==> config.mk <==
export PLATFORM = sky130hd
export DESIGN_NAME = sc_game_status_controller
export DESIGN_NICKNAME = d
export VERILOG_FILES = /design/src/rtl/frogger_pkg.sv /design/src/rtl/sc_tick_prescaler.sv /design/src/rtl/sc_game_status_controller.sv
export SDC_FILE = /design/constraint.sdc
export NUM_CORES = 1
export LEC_CHECK = 0
export BUFFER_PORTS_ARGS = -buffer_cell sky130_fd_sc_hd__buf_2
export CAP_MARGIN = 20
export CORE_UTILIZATION = 45
export CTS_CLUSTER_DIAMETER = 50
export DETAILED_ROUTE_END_ITERATION = 8
export PLACE_DENSITY = 0.72
export REMOVE_ABC_BUFFERS = 1
export SLEW_MARGIN = 0
export SYNTH_ARGS = -nofsm -noshare
export SYNTH_HDL_FRONTEND = slang
export SYNTH_SLANG_ARGS = --single-unit
==> constraint.sdc <==
create_clock -name SC_MAIN_STATEMACHINE_CLOCK_50 -period 2.8 [get_ports SC_MAIN_STATEMACHINE_CLOCK_50]
set_clock_uncertainty 0.2 [all_clocks]
set_input_delay 0.56 -clock SC_MAIN_STATEMACHINE_CLOCK_50 [delete_from_list [all_inputs] [get_ports SC_MAIN_STATEMACHINE_CLOCK_50]]
set_output_delay 0.56 -clock SC_MAIN_STATEMACHINE_CLOCK_50 [all_outputs]
set_load 0.005 [all_outputs]
==> src/rtl/frogger_pkg.sv <==
// Frogger shared types: main state machine encodings
// and the widths of the status values.
package frogger_pkg;

  typedef enum logic [1:0] {
    AWAIT = 2'b00,
    PLAY  = 2'b01,
    END   = 2'b10,
    INIT  = 2'b11
  } game_state_e;

  localparam int LIVES_W = 3;
  localparam int TIME_W  = 6;
  localparam int SCORE_W = 10;

endpackage

==> src/rtl/sc_tick_prescaler.sv <==
// One-second tick generator for the game timer.
// Counts while enabled; clear restarts the second.
module sc_tick_prescaler #(
  parameter int TICKS_PER_SECOND = 50000000
) (
  input  logic clk,
  input  logic rst,
  input  logic enable,
  input  logic clear,
  output logic tick
);

  localparam int CW =
    (TICKS_PER_SECOND > 1) ? $clog2(TICKS_PER_SECOND) : 1;
  localparam logic [CW-1:0] LAST = CW'(TICKS_PER_SECOND - 1);

  logic [CW-1:0] cnt;

  assign tick = enable && (cnt == LAST);

  // Phase counter: wraps on the tick, restarts on clear.
  always_ff @(posedge clk or posedge rst) begin
    if (rst) begin
      cnt <= '0;
    end else if (clear) begin
      cnt <= '0;
    end else if (enable) begin
      cnt <= tick ? '0 : cnt + 1'b1;
    end
  end

endmodule

==> src/rtl/sc_game_status_controller.sv <==
// Lives, countdown timer and score keeper for Frogger.
// Feeds end-game and respawn to the main state machine.
module sc_game_status_controller
  import frogger_pkg::*;
#(
  parameter int TICKS_PER_SECOND = 50000000,
  parameter int LIVES_INIT       = 3,
  parameter int TIME_INIT        = 30,
  parameter int SCORE_STEP       = 10,
  parameter int SCORE_WIDTH      = SCORE_W
) (
  input  logic                   SC_MAIN_STATEMACHINE_CLOCK_50,
  input  logic                   SC_MAIN_STATEMACHINE_RESET_InHigh,
  input  logic [1:0]             STATUS_State_In,
  input  logic                   STATUS_Collision_InHigh,
  input  logic                   STATUS_Goal_InHigh,
  output logic                   STATUS_EndGame_OutLow,
  output logic                   STATUS_Respawn_OutHigh,
  output logic [LIVES_W-1:0]     STATUS_Lives_Out,
  output logic [TIME_W-1:0]      STATUS_Time_Out,
  output logic [SCORE_WIDTH-1:0] STATUS_Score_Out
);

  localparam int SW1 = SCORE_WIDTH + 1;
  localparam logic [LIVES_W-1:0] L_INIT = LIVES_W'(LIVES_INIT);
  localparam logic [TIME_W-1:0]  T_INIT = TIME_W'(TIME_INIT);
  localparam logic [SW1-1:0]     STEP   = SW1'(SCORE_STEP);

  logic                   clk, rst;
  game_state_e            st;
  logic                   coll_q, goal_q;
  logic                   coll_ev, goal_ev;
  logic                   alive, tick, timeout, loss;
  logic                   enable, clear;
  logic [LIVES_W-1:0]     lives, lives_d;
  logic [TIME_W-1:0]      time_q, time_d;
  logic [SCORE_WIDTH-1:0] score, score_d, score_sat;
  logic [SW1-1:0]         score_sum;
  logic                   end_n, end_d;
  logic                   resp, resp_d;

  assign clk = SC_MAIN_STATEMACHINE_CLOCK_50;
  assign rst = SC_MAIN_STATEMACHINE_RESET_InHigh;
  assign st  = game_state_e'(STATUS_State_In);

  assign coll_ev = STATUS_Collision_InHigh && !coll_q;
  assign goal_ev = STATUS_Goal_InHigh && !goal_q;
  assign alive   = (lives != '0);
  assign enable  = (st == PLAY) && alive;
  assign timeout = tick && (time_q == '0);
  assign loss    = coll_ev || (timeout && !goal_ev);

  assign score_sum = {1'b0, score} + STEP;
  assign score_sat = score_sum[SCORE_WIDTH] ?
                     '1 : score_sum[SCORE_WIDTH-1:0];

  sc_tick_prescaler #(
    .TICKS_PER_SECOND(TICKS_PER_SECOND)
  ) u_presc (
    .clk    (clk),
    .rst    (rst),
    .enable (enable),
    .clear  (clear),
    .tick   (tick)
  );

  // Next status: init load, then life loss > goal > timer.
  always_comb begin
    lives_d = lives;
    time_d  = time_q;
    score_d = score;
    end_d   = end_n;
    resp_d  = 1'b0;
    clear   = 1'b0;
    unique case (st)
      INIT: begin
        lives_d = L_INIT;
        time_d  = T_INIT;
        score_d = '0;
        end_d   = 1'b1;
        resp_d  = 1'b1;
        clear   = 1'b1;
      end
      PLAY: begin
        if (alive) begin
          if (loss) begin
            if (lives > LIVES_W'(1)) begin
              lives_d = lives - 1'b1;
              time_d  = T_INIT;
              resp_d  = 1'b1;
              clear   = 1'b1;
            end else begin
              lives_d = '0;
              end_d   = 1'b0;
            end
          end else if (goal_ev) begin
            score_d = score_sat;
            time_d  = T_INIT;
            resp_d  = 1'b1;
            clear   = 1'b1;
          end else if (tick) begin
            time_d = time_q - 1'b1;
          end
        end
      end
      default: begin
      end
    endcase
  end

  // Status registers and input edge detectors.
  always_ff @(posedge clk or posedge rst) begin
    if (rst) begin
      coll_q <= 1'b0;
      goal_q <= 1'b0;
      lives  <= L_INIT;
      time_q <= T_INIT;
      score  <= '0;
      end_n  <= 1'b1;
      resp   <= 1'b0;
    end else begin
      coll_q <= STATUS_Collision_InHigh;
      goal_q <= STATUS_Goal_InHigh;
      lives  <= lives_d;
      time_q <= time_d;
      score  <= score_d;
      end_n  <= end_d;
      resp   <= resp_d;
    end
  end

  assign STATUS_EndGame_OutLow  = end_n;
  assign STATUS_Respawn_OutHigh = resp;
  assign STATUS_Lives_Out       = lives;
  assign STATUS_Time_Out        = time_q;
  assign STATUS_Score_Out       = score;

endmodule
==> key figures <==
Synthesis
  – Yosys warnings: 0
  – Synth Flop Type: dfrtp_1
  – Synth Register Bits: 49
  – Cell Area, Synth: 0.00281 mm^2
  – Asr flop ratio synth: 100%
  – Post-synthesis cell count: 308
  – Synth cell types: 50
  – EDFF count, synth: 0
  – Sequential-to-total area share from yosys stat: 44.0%
  – Syn Area/Cell: 9.11 um^2

CTS
  – Clock Sinks: 49
  – CTS Buf Count: 5
  – Post-CTS resize count: 0
  – CTS tree: done
  – CTS max path bufs: 2
  – Clock slew at reported path FFs: 0.10 ns
  – Root Driver: clkbuf_8
  – Postcts setup bufs: 0
  – Worst skew pair latency: 0.31 ns
  – H-tree level count: 2
  – Post-CTS Hold Fix Bufs: 0

STA
  – Worst slew pin tran: 0.626 ns
  – Crit share post-route: 91.6%
  – Slew margin rel.: 58.0%
  – Final Setup Violations: 0
  – Tmin final: 2.56 ns
  – Max-slew violations: 0
  – RSZ-0062 raised after global routing: no
  – Fmax: 390 MHz
  – Minimum hold slack: 0.0489 ns
  – Final Hold Fails: 0
  – Setup WS post-layout: 0.236 ns
  – Setup_tns: 0 ns

Drt
  – Drt initial violations: 187
  – Drt pass-1 iters: 4
  – DR vias: 2,459
  – Vias per cell: 5.85
  – WL per Instance: 15.2 um
  – # DRC: 0
  – Remaining antenna violation count after routing: 0
  – WL final: 6.40 mm

Placed design
  – Placed cell count: 412
  – I/O Buffers: 26
  – GPL Wtd Cong: 0.866
  – Dpl hpwl: 4.70 mm
  – Setup slack at placement: 0.199 ns

Job
  – MaxCap Viol Count: 0

Global route
  – Initial antenna violation count: 0
  – GRT Residual Overflow: 0
  – Largest net degree at the start of global routing: 24
  – Vias in the first global route: 2,284
  – First-pass GRT wire length: 10.9 mm
  – Total track usage: 21.9%

Worst setup path
  – R2R Setup Slk: 0.24 ns
  – Reg-to-reg startpoint: STATUS_Lives_Out[0]
  – Reg2reg path depth: 8
  – Crit path capture: u_presc.cnt[8]
  – Crit. Startpoint: STATUS_Lives_Out[0]
  – Critical R2R Capture: u_presc.cnt[8]
  – Setup CP Type: reg -> reg
  – Critical Path RT: 2.81 ns
  – CP Launch Type: register
  – Crit Path Max Fanout: 8
  – Arrival time at the worst endpoint: 2.57 ns
  – Crit. End Element: register

Power and ir drop
  – Pwr dens: 413 mW/mm^2
  – Tot Pwr: 1.31 mW
  – Peak supply drop: 0.306 mV
  – Leak pwr: 1.40 nW

Final layout
  – # diodes: 0
  – Final Instance Count excl. Fillers: 420
  – Most common cell after layout, fill and taps aside: dfrtp_1
  – Share of cells above drive strength 1: 18.3%
  – Total Nets Final: 357
  – Layout area overhead: 12.7%
  – Most frequent cells in the layout: 42 x dfrtp_1, 33 x nand2_1, 27 x nor2_1, 26 x buf_2, 23 x o21ai_0

Floorplan
  – Die area: 0.00655 mm^2
  – Initial core utilization: 47.1%
  – Ports: 27
  – Die Span Y: 81.0 um
  – Area of the core: 0.00596 mm^2
  – Num rows: 28
  – Die W: 81.0 um

Min path
  – Hold Crit Class: in -> async

Status
  – Status: completed
-- registers in the layout (all words and copies together), names as in the netlist --
signal	flops
u_presc.cnt	26
STATUS_Score_Out	10
STATUS_Time_Out	6
STATUS_Lives_Out	3
STATUS_EndGame_OutLow	1
STATUS_Respawn_OutHigh	1
coll_q	1
goal_q	1
-- critical path, stage by stage, from the launching register on --
cell	delay [ns]
dfstp_2	0.57
inv_1	0.07
ha_1	0.19
nand2b_1	0.12
nand3_1	0.18
nor4_4	0.51
or3_1	0.33
o21ai_1	0.11
a21o_1	0.18
-- area by class of cell --
cell class	instances	area, um^2
Inverter	10	37.5
Tap cell	75	93.8
Sequential cell	49	1230
Clock inverter	3	17.5
Clock buffer	5	68.8
Timing Repair Buffer	37	213
Fill cell	568	2790
Multi-Input combinational cell	241	1500
-- Yosys cell counts, drive strengths merged, types with 3 or more instances --
cell	number	area [um^2]
dfrtp	42	1050
nand2	33	124
nor2	27	101
o21ai	26	130
nand3	20	100
a21oi	13	65.1
nor3	11	55.1
xor2	11	96.3
inv	10	37.5
nand4	10	62.6
a22o	8	70.1
dfstp	7	184
ha	7	87.6
a31oi	6	37.5
nand2b	6	37.5
and2	5	31.3
and3	5	31.3
buf	5	25.0
nor4	5	58.8
or3	5	31.3
and4	4	35.0
clkbuf	3	11.3
nand3b	3	22.5
nor2b	3	18.8
o21a	3	22.5
o31ai	3	22.5
xnor2	3	26.3
-- metrics by stage --
stage / area, um^2 / util (%)
3_5_place_dp: 3080 / 51.6
6_report: 3160 / 53.1
5_1_grt: 3160 / 53.1
4_1_cts: 3160 / 53.1
3_3_place_gp: 3080 / 51.6
2_1_floorplan: 2770 / -
-- power breakdown --
group | total [mW] | switching (mW) | internal, mW
Combinational | 0.139 | 0.0870 | 0.0519
Sequential | 0.746 | 0.0182 | 0.728
Clock | 0.422 | 0.249 | 0.173
-- how the worst min path moves through the flow --
stage	startpoint	cells past startpoint	slack [ns]	end
global placement	STATUS_EndGame_OutLow	2	0.27	STATUS_EndGame_OutLow
detailed placement	STATUS_EndGame_OutLow	2	0.27	STATUS_EndGame_OutLow
finish	SC_MAIN_STATEMACHINE_RESET_InHigh	2	0.05	STATUS_Score_Out[2]
floorplan	STATUS_EndGame_OutLow	2	0.27	STATUS_EndGame_OutLow
global route	SC_MAIN_STATEMACHINE_RESET_InHigh	2	0.1	STATUS_Score_Out[2]
CTS	SC_MAIN_STATEMACHINE_RESET_InHigh	2	0.07	STATUS_Score_Out[2]
-- cells by family after synthesis --
| kind of cell | count (synthesis) | synth area share (%) |
|---|---|---|
| compound gates | 73 | 17.1 |
| xor+xnor | 14 | 4.37 |
| fa+ha+maj | 7 | 3.12 |
| buf+inv | 18 | 2.63 |
| flops | 49 | 44.0 |
| mux | 2 | 0.758 |
| simple gates | 145 | 28.0 |
-- routing by layer --
metal / GRT usage, % / share of wire [%]
met2: 33.9 / 45
met5: 0 / 0
met1: 29.9 / 49
met4: 9.46 / 1.5
met3: 3.93 / 4.0
Note: power is estimated with default switching activity, not from simulation.
